$ cat src/rtl/seg7_pkg.sv
// Shared opcode encodings and the hex nibble to seven-segment lookup.
package seg7_pkg;

    localparam logic [1:0] OP_ADD = 2'b00;
    localparam logic [1:0] OP_SUB = 2'b01;
    localparam logic [1:0] OP_OR  = 2'b10;
    localparam logic [1:0] OP_XOR = 2'b11;

    // Segment order {g,f,e,d,c,b,a}, active-high for a common-cathode display.
    function automatic logic [6:0] hex_to_seg(input logic [3:0] nib);
        logic [6:0] s;
        case (nib)
            4'h0: s = 7'h3f;
            4'h1: s = 7'h06;
            4'h2: s = 7'h5b;
            4'h3: s = 7'h4f;
            4'h4: s = 7'h66;
            4'h5: s = 7'h6d;
            4'h6: s = 7'h7d;
            4'h7: s = 7'h07;
            4'h8: s = 7'h7f;
            4'h9: s = 7'h6f;
            4'ha: s = 7'h77;
            4'hb: s = 7'h7c;
            4'hc: s = 7'h39;
            4'hd: s = 7'h5e;
            4'he: s = 7'h79;
            default: s = 7'h71;
        endcase
        return s;
    endfunction

endpackage

$ cat src/rtl/alu_core.sv
// Combinational W-bit ALU; flag is carry-out for add and borrow for sub.
module alu_core
    import seg7_pkg::*;
#(
    parameter int unsigned W = 8
) (
    input  logic [W-1:0] a_i,
    input  logic [W-1:0] b_i,
    input  logic [1:0]   opcode_i,
    output logic [W-1:0] result_o,
    output logic         flag_o
);

    logic [W:0] wide;

    // The extra top bit of the W+1-bit difference is set exactly when a < b.
    always_comb begin
        wide = '0;
        case (opcode_i)
            OP_ADD:  wide = {1'b0, a_i} + {1'b0, b_i};
            OP_SUB:  wide = {1'b0, a_i} - {1'b0, b_i};
            OP_OR:   wide = {1'b0, a_i | b_i};
            default: wide = {1'b0, a_i ^ b_i};
        endcase
        result_o = wide[W-1:0];
        flag_o   = wide[W];
    end

endmodule

$ cat src/rtl/alu_7seg_scan.sv
// Registered ALU result shown on a scanned bank of W/4 hex digits, carry/borrow on
// digit 0's decimal point, with optional leading-zero blanking.
module alu_7seg_scan
    import seg7_pkg::*;
#(
    parameter int unsigned W       = 8,
    parameter int unsigned REFRESH = 50000,
    parameter int unsigned LZB     = 0
) (
    input  logic            clk_i,
    input  logic            rst_i,
    input  logic [W-1:0]    a_i,
    input  logic [W-1:0]    b_i,
    input  logic [1:0]      opcode_i,
    input  logic            load_i,
    input  logic            e_i,
    output logic [7:0]      seg_o,
    output logic [W/4-1:0]  an_o
);

    localparam int unsigned DIGITS = W / 4;
    localparam int unsigned CNT_W  = $clog2(REFRESH);
    localparam int unsigned DIG_W  = (DIGITS > 1) ? $clog2(DIGITS) : 1;

    logic [W-1:0]      alu_res;
    logic              alu_flag;
    logic [W-1:0]      res_q, res_d;
    logic              cy_q, cy_d;
    logic [CNT_W-1:0]  cnt_q, cnt_d;
    logic [DIG_W-1:0]  dig_q, dig_d;
    logic [7:0]        seg_q, seg_d;
    logic [DIGITS-1:0] an_q, an_d;
    logic [W-1:0]      shifted;
    logic              blank;

    alu_core #(
        .W (W)
    ) u_alu (
        .a_i      (a_i),
        .b_i      (b_i),
        .opcode_i (opcode_i),
        .result_o (alu_res),
        .flag_o   (alu_flag)
    );

    always_comb begin
        res_d = load_i ? alu_res : res_q;
        cy_d  = load_i ? alu_flag : cy_q;

        cnt_d = cnt_q + CNT_W'(1);
        dig_d = dig_q;
        if (cnt_q == CNT_W'(REFRESH - 1)) begin
            cnt_d = '0;
            dig_d = (dig_q == DIG_W'(DIGITS - 1)) ? '0 : dig_q + DIG_W'(1);
        end

        // Bring the selected nibble to the bottom; anything left above it is zero
        // exactly when this digit and all more-significant ones are zero.
        shifted = res_q >> {dig_q, 2'b00};
        blank   = (LZB != 0) && (dig_q != '0) && (shifted == '0);

        seg_d = '0;
        an_d  = '0;
        if (e_i) begin
            an_d = DIGITS'(1) << dig_q;
            if (!blank) begin
                seg_d = {cy_q && (dig_q == '0), hex_to_seg(shifted[3:0])};
            end
        end
    end

    always_ff @(posedge clk_i or posedge rst_i) begin
        if (rst_i) begin
            res_q <= '0;
            cy_q  <= 1'b0;
            cnt_q <= '0;
            dig_q <= '0;
            seg_q <= '0;
            an_q  <= '0;
        end else begin
            res_q <= res_d;
            cy_q  <= cy_d;
            cnt_q <= cnt_d;
            dig_q <= dig_d;
            seg_q <= seg_d;
            an_q  <= an_d;
        end
    end

    assign seg_o = seg_q;
    assign an_o  = an_q;

endmodule

$ cat config.mk
export PLATFORM = sky130hd
export DESIGN_NAME = alu_7seg_scan
export DESIGN_NICKNAME = d
export VERILOG_FILES = /design/src/rtl/seg7_pkg.sv /design/src/rtl/alu_core.sv /design/src/rtl/alu_7seg_scan.sv
export SDC_FILE = /design/constraint.sdc
export NUM_CORES = 1
export LEC_CHECK = 0
export BUFFER_PORTS_ARGS = -buffer_cell sky130_fd_sc_hd__buf_2
export CORE_ASPECT_RATIO = 0.75
export CORE_UTILIZATION = 29
export CTS_BUF_LIST = sky130_fd_sc_hd__clkbuf_4
export DETAILED_ROUTE_END_ITERATION = 12
export GPL_TIMING_DRIVEN = 1
export PLACE_DENSITY_LB_ADDON = 0.3
export SLEW_MARGIN = 20
export SYNTH_ARGS = -nofsm -noshare
export SYNTH_HDL_FRONTEND = slang
export SYNTH_SLANG_ARGS = --single-unit
$ cat constraint.sdc
create_clock -name clk_i -period 2 [get_ports clk_i]
set_input_delay 0 -clock clk_i [delete_from_list [all_inputs] [get_ports clk_i]]
set_output_delay 0 -clock clk_i [all_outputs]
set_load 0.03 [all_outputs]
# After elaboration in Yosys (flattened, before gate mapping)
# Memories as Yosys holds them, arrays and structs flattened.
# Cells that the tools add are included.
totals:
  ff_bits: 36
  rom_bits: 112
  inputBits: 22
  elab_cells: 26
  n_memories: 1
op_classes:
  addsub: 4
  eq_ne: 3
  shift: 2
  mux: 5
  bitwise_logic: 3
  reduce_logical: 2
mem_list:
  columns: ["memory", "words", "width", "rd", "rd_clocked_by_memory_dff", "wr", "line", "rtl"]
  rows:
  - ["(no name shown)", 16, 7, 1, 0, 0, "seg7_pkg.sv:12", "case (nib)"]
op_table:
  columns: ["operator", "count"]
  rows:
  - ["$pmux W9 S3", 1]
  - ["$add A16 B1 Y16 const B", 1]
  - ["$eq A16 B16 Y1 const B", 1]
  - ["$mux W16", 1]
  - ["$add A8 B8 Y9", 1]
  - ["$sub A8 B8 Y9", 1]
  - ["$mux W8", 1]
  - ["$or A8 B8 Y8", 1]
  - ["$shr A8 B3 Y4", 1]
  - ["$xor A8 B8 Y8", 1]
  - ["$eq A2 B1 Y1 const B", 1]
  - ["$eq A2 B2 Y1 const B", 1]
  - ["$logic_not A2 Y1", 1]
  - ["$mux W2", 1]
  - ["$shl A1 B1 Y2 const A", 1]
  - ["$add A1 B1 Y1 const B", 1]
  - ["$logic_and A1 B1 Y1", 1]
  - ["$mux W1", 1]
  - ["$not A1 Y1", 1]

# Depth between registers and ports, before layout
# Gate-level depths: netlist of the first run.
logic_depth:
  ltp_word: 3
  depth_mapped: 11
  depth_no_buf: 11

# By module
# From an unflattened synthesis of the first run, not the netlist that was laid out.
hier_totals:
  cells_unflattened: 269
  hier_area_um2: 2586.2
modules_own_cells:
  columns: ["mod", "n_inst", "cells_each", "area_each_um2", "seq_area_each_um2"]
  rows:
  - ["alu_7seg_scan", 1, 145, 1727.9, 900.9]
  - ["alu_core", 1, 124, 858.3, 0.0]

# Worst setup path before layout of the first run
# OpenSTA, ideal clock, no wires.
synth_path:
  kind: "input to register"
  start: "input port opcode_i[0]"
  end: "register res_q[6]"
  setup_ps: 136
  arrival_time_ps: 1889
  slack_ps: -25
  stages: 11
  n_path_buf: 2
  cell_sequence: "clkbuf_1 > nor2b_1 > clkbuf_1 > a31oi_1 > xnor2_1 > ha_1 > a21oi_1 > a21oi_1 > or3_1 > a31oi_1 > a21oi_1"
synth_between:
  elab_chain_cells: 2
  elab_cells_between_ends: 4
  cone_classes: "eq/ne (2); mux (1); reduce/logical (1)"
synth_lines:
  columns: ["item", "line", "rtl"]
  rows:
  - ["start: declaration", "alu_7seg_scan.sv:14", "input logic [1:0] opcode_i,"]
  - ["$eq A2 B2 Y1, or another cell as far along", "alu_core.sv:19", "case (opcode_i)"]
  - ["$pmux W9 S3 (*)", "alu_core.sv:19", null]
  - ["end signal: assignment", "alu_7seg_scan.sv:81", "res_q <= res_d;"]
  - ["end: declaration", "alu_7seg_scan.sv:27", "logic [W-1:0] res_q, res_d;"]
# Every way passes the cells marked *; elsewhere a longest branch is shown, timed or not.
# A chain may end at the register's enable or synchronous reset.

# Final worst setup path of the first run
layout_path:
  start: "register cnt_q[6]"
  end: "register cnt_q[9]"
layout_between:
  elab_chain_cells: 2
  elab_cells_between_ends: 3
  cone_classes: "add/sub (1); eq/ne (1); mux (1)"
layout_lines:
  columns: ["item", "line", "rtl"]
  rows:
  - ["start: declaration", "alu_7seg_scan.sv:29", "logic [CNT_W-1:0] cnt_q, cnt_d;"]
  - ["start signal: assignment", "alu_7seg_scan.sv:83", "cnt_q <= cnt_d;"]
  - ["$add A16 B1 Y16 or $eq A16 B16 Y1 (tied branches)", "alu_7seg_scan.sv:50, alu_7seg_scan.sv:52", null]
  - ["$mux W16 (*)", "alu_7seg_scan.sv:52", "if (cnt_q == CNT_W'(REFRESH - 1)) begin"]
  - ["net cnt_d[9]", "alu_7seg_scan.sv:29", null]
# The timed path passes the listed nets; every way through them passes the cells marked *.

==> results.toml, run 1 <==
[worst_setup_path]
end_kind = "flop"
critPathMaxFanout = 10
crit_end = "cnt_q[9]"
critPathArrivalTime_ns = 2.01
r2r_end = "cnt_q[9]"
required_ns = 2.23
r2r_start = "cnt_q[6]"
r2r_cells = 4
reg2reg_setup_slack_ns = 0.22
crit_type = "reg2reg"
crit_path_start_kind = "flop"
startpoint = "cnt_q[6]"

[job]
drv_cap = 0

[layout]
stdcell_count = 431
post-route-cell-area_um2 = 2944
regArea_um2 = 900.9
final_cell_mix = "36 x dfrtp_1, 31 x buf_2, 27 x nor2_1, 26 x nand2_1, 25 x inv_1"
diodes = 0
multi_input_area_um2 = 1428
utilization = 0.3654
layout_commonest_cell = "dfrtp_1"
drive_above_1_share = 0.1840
fill_cells = 860
syn_to_final_growth_pct = 19.50
fin_nets = 372

[synth]
ys_ff_latch = 36
netlist.area_leader.share = 0.3657
yosysTopAreaCell = "dfrtp_1"
yosysWarnings = 0
syn_area_um2 = 2464
synthArstFlopShare = 1.000
synth_nets = 324
synth_edf_count = 0
synth_cell_types = 43
syn_avg_cell_area_um2 = 8.894
synthFlopType = "dfrtp_1"
yosysSeqAreaShare = 0.3657
synth_top_cells_by_area = "dfrtp_1 37%, ha_1 12%, xor2_1 4.6%"
synthCells = 277

[status]
status = "complete, no violations"

[die]
ios = 32
die_w_um = 108.4
coreArea_um2 = 8058
placementRows = 28
die_height_um = 81.82
start_util = 0.3057
die-area_um2 = 8872

[timing]
post-route-min-period_ns = 1.775
tightest_slew_ns = 0.4615
period_share = 0.8876
hold-worst-slack_ns = 0.04138
finalHoldViolations = 0
tns_ns = 0
rsz0062_at_grt = "false"
finalMaxSlewViolations = 0
fmax_mhz = 563.3
layout_setup_ws_ns = 0.2249
relSlewSlack = 0.6923
clock_skew_ns = 0.01516
setup_viol = 0

[clock_tree]
post_cts_buffers = 0
clk_latency_ns = 0.34
htree_levels = 2
path_clk_slew_ns = 0.12
ctsLongestPathBuffers = 2
clockRootBuffer = "clkbuf_4"
cts_tree = "yes"
cts_sinks = 36
cts_buffers = 5

[drt]
routed_wl_um = 5302
vias = 2080
wl_met3_um = 252
drtPass1Iterations = 4
vias_per_cell = 4.826
dr_wl_met2_um = 2237
wl_per_cell_um = 12.30
antenna_left = 0
drt_iter0_markers = 95
highest_layer = "met4"
drt-met1-wl_um = 2794
drc = 0

[power]
peakVddDrop_v = 0.0002705
power_mw = 1.960
swShare = 0.3280
p_leak_nw = 1.451
clock_power_share = 0.267
switchingPower_mw = 0.6430
powerDensity_nw_per_um2 = 665.9
p_int_mw = 1.317
combinationalPowerShare = 0.316
power_frac_seq = 0.417

[global_route]
grt.overflow.total = 0
antenna_found_initial = 0
grt_max_degree = 37
first_global_vias = 1821
grt_pass1_wl_um = 8714
track_usage = 0.1246

[placement]
dp_hpwl_um = 4147
dp_cells = 421
place_congestion = 0.8247
io_buffer_count = 31
dp_slack_ns = -0.08872
placed_area_um2 = 2844

[worst_hold_path]
min_path_type = "in2reg"
-- power groups by stage --
stage	clock network [mW]	logic, mW	registers (mW)
finish	0.523	0.619	0.818
CTS	0.540	0.625	0.820
detailed placement	0	0.618	0.833
floorplan	0	0.370	0.883
global placement	0	0.613	0.832
global route	0.578	0.696	0.824
-- kinds of logic (layout without fill, tap and decap cells) --
logic type      after synthesis  in the layout  synth area share
simple gates                 91             91            0.1844
fa+ha+maj                    25             25            0.1300
mux                           8              8           0.03301
compound gates               58             58            0.1468
xor+xnor                     24             24           0.08532
buf+inv                      35             84           0.05485
flops                        36             36            0.3657
-- registers in the layout (all words and copies together), names as in the netlist --
| name | cells |
|---|---|
| res_q | 8 |
| dig_q | 1 |
| an_o | 2 |
| cy_q | 1 |
| cnt_q | 16 |
| seg_o | 8 |
-- critical path: stages (launching register included) --
cell,delay (ns)
dfrtp_1,0.49
or4b_1,0.53
nor3_4,0.42
nand3b_1,0.16
o21ai_1,0.07
-- per-layer routing --
| metal | vias up | global-route usage |
|---|---|---|
| met5 | - | 0 |
| met4 | 0 | 0.02432 |
| met3 | 2 | 0.02619 |
| met2 | 37 | 0.1778 |
| met1 | 982 | 0.1898 |
| li1 | 1059 | - |
-- area by class of cell --
type                       instances  share of cell area
tap                              105             0.04462
clock inverter                     2             0.01190
clock buffer                       6             0.01530
inverter                          25             0.03187
sequential                        36              0.3060
timing repair buffer              51              0.1054
multi-input combinational        206              0.4849
-- timing repair --
item / in CTS / in global routing
endpoints found under the hold margin: 43 / 0
setup endpoints to repair: 0 / 0
hold buffers: 2 / 0
gates resized for setup: 0 / 0
-- cells in the mapped netlist, types with 2 or more instances --
library cell,number
dfrtp_1,36
nor2_1,27
nand2_1,26
inv_1,25
ha_1,24
a21oi_1,19
xor2_1,13
xnor2_1,11
nand3_1,10
o21ai_0,10
clkbuf_1,7
mux2i_1,7
o211ai_1,7
a31oi_1,5
nand2b_1,4
nor2b_1,4
buf_2,3
nand4_1,3
o221ai_1,3
a21o_1,2
and2_1,2
and3_1,2
nand3b_1,2
nor3_1,2
o21ai_1,2
o311a_1,2
o31ai_1,2
or3_1,2
-- worst min-delay path by stage --
| stage | end | slack (ns) | cells past startpoint | startpoint |
|---|---|---|---|---|
| global placement | seg_o[6] | 0.13 | 3 | rst_i |
| detailed placement | seg_o[6] | 0.14 | 3 | rst_i |
| floorplan | an_o[0] | 0.17 | 1 | rst_i |
| global route | res_q[6] | 0.06 | 2 | load_i |
| finish | res_q[0] | 0.04 | 3 | load_i |
| CTS | res_q[0] | 0.03 | 3 | load_i |
Note: power is estimated with default switching activity, not from simulation.
==> run 2: changes to the inputs <==
--- a/config.mk
+++ b/config.mk
@@ -5,6 +5,7 @@
 export SDC_FILE = /design/constraint.sdc
 export NUM_CORES = 1
 export LEC_CHECK = 0
+export ABC_AREA = 1
 export BUFFER_PORTS_ARGS = -buffer_cell sky130_fd_sc_hd__buf_2
 export CORE_ASPECT_RATIO = 0.75
 export CORE_UTILIZATION = 29
==> run 2 against run 1 <==
The run now ends with DRC left. Maximum frequency rose by 8.2%. Sequential power shrank 2%. First-iteration DRC count up 53%. Sequential cell count unchanged. Final cell count is 19% higher. Critical endpoint is now seg_o[0]. Largest cell class unchanged. Largest power group unchanged.
==> results.toml, run 2 <==
[synth]
synth_nets = 409
synthFlopType = "dfrtp_1"
yosysTopAreaCell = "dfrtp_1"
yosysMostFrequentCell = "nand2_1"
synthArstFlopShare = 1.000
syn_avg_cell_area_um2 = 7.162
synth_cell_types = 27
synthCells = 362
ys_ff_latch = 36
syn_area_um2 = 2592
synthTopCellsByCount = "78 x nand2_1, 65 x inv_1, 42 x nor2_1"
synth_top_cells_by_area = "dfrtp_1 35%, ha_1 12%, nand2_1 11%"
netlist.area_leader.share = 0.3475
yosysSeqAreaShare = 0.3475
yosysWarnings = 0
synth_edf_count = 0

[layout]
diodes = 0
largest_register = "cnt_q"
utilization = 0.3459
layout_commonest_cell = "nand2_1"
final_cell_mix = "78 x nand2_1, 65 x inv_1, 42 x nor2_1, 36 x dfrtp_1, 31 x buf_2"
syn_to_final_growth_pct = 14.24
drive_above_1_share = 0.1262
fill_cells = 926
fin_nets = 450
post-route-cell-area_um2 = 2962
largest_reg_flops = 16

[power]
p_int_mw = 1.102
clock_power_share = 0.216
p_leak_nw = 1.633
powerDensity_nw_per_um2 = 580.5
combinationalPowerShare = 0.319
power_mw = 1.719
power_frac_seq = 0.465
switchingPower_mw = 0.6172
swShare = 0.3590
peakVddDrop_v = 0.0001772

[timing]
relSlewSlack = 0.6949
rsz0062_at_grt = "false"
fmax_mhz = 609.5
period_share = 0.8204
setup_viol = 0
post-route-min-period_ns = 1.641
tightest_slew_ns = 0.4576
finalMaxSlewViolations = 0
clock_skew_ns = 0.005752
tns_ns = 0
finalHoldViolations = 0

[placement]
placed_area_um2 = 2887
place_congestion = 0.8781
io_buffer_count = 31
dp_hpwl_um = 4426

[die]
die_w_um = 111.2
start_util = 0.3027
ios = 32
placementRows = 29
die-area_um2 = 9325
die_height_um = 83.88
coreArea_um2 = 8563

[worst_setup_path]
r2r_end = "seg_o[0]"
r2r_cells = 7
required_ns = 2.27
end_kind = "flop"
reg2reg_setup_slack_ns = 0.36
crit_type = "reg2reg"
crit_path_start_kind = "flop"
critPathArrivalTime_ns = 1.91
critPathMaxFanout = 8
r2r_start = "dig_q"

[worst_hold_path]
hold_depth = 4
holdPathEnd = "res_q[6]"
hp-start = "opcode_i[1]"
min_path_type = "in2reg"

[clock_tree]
clockRootBuffer = "clkbuf_4"
htree_levels = 2
post_cts_buffers = 0
path_clk_slew_ns = 0.11
cts_tree = "yes"
cts_sinks = 36
ctsLongestPathBuffers = 2
cts_buffers = 5
clk_latency_ns = 0.33

[global_route]
grt_max_degree = 37
antenna_found_initial = 0
track_usage = 0.1338
grt_pass1_wl_um = 10220
first_global_vias = 2219
grt.overflow.total = 0

[drt]
routed_wl_um = 5659
wl_per_cell_um = 11.05
vias = 2308
drc = 2
drt_iter0_markers = 145
antenna_left = 0
vias_per_cell = 4.508
drtPass1Iterations = 9

[status]
violations = "DRC"
status = "complete, but fails checks"

[job]
drv_cap = 0
==> run 2: cell count changes after synthesis, sizes merged, moves of 4 or more <==
cell / previous run / this run
nand2: 26 / 80
inv: 25 / 67
nor2: 27 / 42
nand3: 10 / 23
o21ai: 12 / 25
xnor2: 11 / 0
mux2i: 7 / 0
clkbuf: 7 / 1
nor3: 3 / 9
nand2b: 4 / 0
nor2b: 4 / 0
o211ai: 7 / 3
==> run 2: worst max-delay path, stage by stage (launching register included) <==
cell,delay (ns)
dfrtp_1,0.50
nand2_1,0.11
o21ai_0,0.11
buf_4,0.18
ha_1,0.22
o21ai_0,0.24
o22ai_1,0.12
nor2_1,0.11
==> run 2: how the worst max path moves through the flow <==
stage | end | startpoint | cells after the start | slack [ns]
6_report | seg_o[0] | dig_q | 7 | 0.36
5_1_grt | seg_o[1] | dig_q | 6 | 0.14
4_1_cts | seg_o[5] | dig_q | 6 | 0.22
3_5_place_dp | res_q[7] | opcode_i[1] | 13 | 0.03
3_3_place_gp | res_q[7] | opcode_i[1] | 13 | 0.12
2_1_floorplan | seg_o[3] | dig_q | 7 | 0.32
==> run 2: cells by family after synthesis <==
group / after synthesis / share of synthesized area
DFF: 36 / 0.3475
AOI/OAI and AO/OA: 54 / 0.1110
xor gates and xnor gates: 11 / 0.03716
buffers and inverters: 70 / 0.1081
and+or+nand+nor: 166 / 0.2727
adders and majority gates: 25 / 0.1236
==> run 2: per-layer routing <==
metal / vias up / wire (µm) / global-route usage
met4: 0 / 61 / 0.03317
met3: 6 / 262 / 0.02324
met5: - / 0 / 0
li1: 1229 / - / -
met1: 1010 / 2997 / 0.1961
met2: 63 / 2337 / 0.2017
==> run 2: power groups by stage <==
stage	sequential, mW	combinational [mW]	clock (mW)
after floorplan	0.865	0.347	0
after global placement	0.814	0.539	0
after detailed placement	0.815	0.545	0
after CTS	0.801	0.550	0.401
after global routing	0.809	0.630	0.442
final	0.799	0.549	0.371
==> run 2: per-stage QoR <==
stage / std cells / worst slack, ns / hold slack [ns]
2_1_floorplan: 362 / 0.3250 / 0.1039
4_1_cts: 512 / 0.2219 / 0.02084
5_1_grt: 512 / 0.1398 / 0.04924
3_3_place_gp: 502 / 0.1162 / 0.1294
3_5_place_dp: 502 / 0.03378 / 0.1390
6_report: 512 / 0.3592 / 0.03672
==> run 2: timing repair <==
action                     in CTS  in global routing
hold buffers                    2                  0
resized for setup               0                  1
setup endpoints to repair       0                  1
hold endpoints to repair       39                  0
==> run 2: layout make-up <==
type                       count  area [µm²]  area share
clock buffer                   5       37.54     0.01267
sequential                    36       900.9      0.3042
multi-input combinational    256        1415      0.4778
tap                          108       135.1     0.04563
inverter                      67       254.0     0.08576
timing repair buffer          37       205.2     0.06929
clock inverter                 3       13.76    0.004647
==> run 3: changes to the inputs <==
--- a/config.mk
+++ b/config.mk
@@ -5,7 +5,7 @@
 export SDC_FILE = /design/constraint.sdc
 export NUM_CORES = 1
 export LEC_CHECK = 0
-export ABC_AREA = 1
+export ABC_AREA = 0
 export BUFFER_PORTS_ARGS = -buffer_cell sky130_fd_sc_hd__buf_2
 export CORE_ASPECT_RATIO = 0.75
 export CORE_UTILIZATION = 29
==> constraint.sdc (replaced) <==
create_clock -name clk_i -period 1.49 [get_ports clk_i]
set_input_delay 0 -clock clk_i [delete_from_list [all_inputs] [get_ports clk_i]]
set_output_delay 0 -clock clk_i [all_outputs]
set_load 0.03 [all_outputs]
==> run 3 against run 2 <==
The flow finishes with violations (setup timing). Sequential power is 39% higher. Worst setup slack worse by 0.48 ns. Sequential cell count stayed put. First-iteration DRC count is 42% lower. Final area is 28% higher. Worst hold slack worse by 0.021 ns. Combinational power is 130% higher. Critical path type unchanged. Wire length is 10% higher. Largest cell class unchanged.
==> results.toml, run 3 (synthesized netlist as in run 1, its figures left out) <==
[drt]
routed_wl_um = 6240
drt_iter0_markers = 84
drtPass1Iterations = 4
antenna_left = 0
vias_per_cell = 4.706
wl_per_cell_um = 12.84
vias = 2287
drc = 0

[worst_hold_path]
min_path_type = "in2reg"

[layout]
multi_input_area_um2 = 1768
stdcell_count = 486
utilization = 0.4700
final_cell_mix = "60 x buf_4, 35 x dfrtp_1, 27 x buf_2, 23 x nor2_1, 21 x nand2_1"
layout_commonest_cell = "buf_4"
regArea_um2 = 902.1
drive_above_1_share = 0.4462
syn_to_final_growth_pct = 53.73
largest_reg_flops = 16
post-route-cell-area_um2 = 3787
fill_cells = 796
diodes = 0
largest_register = "cnt_q"
fin_nets = 427

[power]
power_mw = 2.860
powerDensity_nw_per_um2 = 755.3
p_leak_nw = 1.784
peakVddDrop_v = 0.0003839

[die]
die-area_um2 = 8872
coreArea_um2 = 8058
die_height_um = 81.82
ios = 32
start_util = 0.3057
die_w_um = 108.4
placementRows = 28

[worst_setup_path]
crit_type = "reg2reg"
r2r_start = "cnt_q[13]"
crit_path_start_kind = "flop"
r2r_cells = 6
end_kind = "flop"
r2r_end = "cnt_q[15]"
startpoint = "cnt_q[13]"
crit_end = "cnt_q[15]"
required_ns = 1.72
reg2reg_setup_slack_ns = -0.12
critPathMaxFanout = 3
critPathArrivalTime_ns = 1.84

[global_route]
grt_max_degree = 37
antenna_found_initial = 0
grt.overflow.total = 0
grt_pass1_wl_um = 9860
track_usage = 0.1432
first_global_vias = 2165

[timing]
post-route-min-period_ns = 1.609
relSlewSlack = 0.6947
period_share = 1.080
finalHoldViolations = 0
finalMaxSlewViolations = 0
tightest_slew_ns = 0.4579
setup_viol = 16
hold-worst-slack_ns = 0.01599
clock_skew_ns = 0.009025
rsz0062_at_grt = "true"
layout_setup_ws_ns = -0.1193
fmax_mhz = 621.4
tns_ns = -1.284

[clock_tree]
clockRootBuffer = "clkbuf_4"
path_clk_slew_ns = 0.11
cts_buffers = 5
htree_levels = 2
cts_tree = "yes"
cts_sinks = 36
ctsLongestPathBuffers = 2
clk_latency_ns = 0.34

[placement]
place_congestion = 0.8087
dp_hpwl_um = 4360
dp_cells = 458
io_buffer_count = 31
placed_area_um2 = 3181
dp_slack_ns = -0.6275

[status]
violations = "setup timing"
status = "complete, but fails checks"

[job]
drv_cap = 0
==> run 3: cell type report <==
type	instances	share of cell area
clock inverter	3	0.003634
tap	105	0.03469
clock buffer	5	0.009911
timing repair buffer	106	0.2161
inverter	25	0.03072
multi-input combinational	206	0.4668
sequential	36	0.2382
==> run 3: routing by layer <==
metal	global-route usage	part of all wire
met1	0.1955	0.49
met2	0.2310	0.46
met3	0.02063	0.035
met4	0.05135	0.018
met5	0	0
==> run 3: timing repair <==
| item | 4_1_cts | 5_1_grt |
|---|---|---|
| gates resized for setup | 44 | 54 |
| hold buffers | 2 | 0 |
| endpoints found under the setup margin | 27 | 26 |
| hold endpoints to repair | 45 | 0 |
| setup buffers | 10 | 10 |
| gates cloned | 0 | 0 |
| pin swaps | 35 | 26 |
==> run 3: worst min path at each step <==
stage	startpoint	end	slack, ns	cells after the start
2_1_floorplan	rst_i	an_o[0]	0.17	1
3_3_place_gp	rst_i	cnt_q[15]	0.13	3
3_5_place_dp	rst_i	cnt_q[15]	0.13	3
4_1_cts	load_i	res_q[6]	0.01	2
5_1_grt	load_i	res_q[6]	0.02	2
6_report	load_i	res_q[6]	0.02	2
==> run 3: where the power goes <==
group	total [mW]	internal [mW]	switching [mW]
registers	1.11	1.06	0.0525
logic	1.25	0.598	0.649
clock network	0.504	0.173	0.330
total	2.86	1.83	1.03
==> run 3: worst max-delay path: stages (launching register included) <==
cell       delay, ns
dfrtp_1         0.38
nand4bb_1       0.21
or4_4           0.44
nor3_4          0.17
buf_4           0.15
nand3b_1        0.09
o21ai_1         0.06
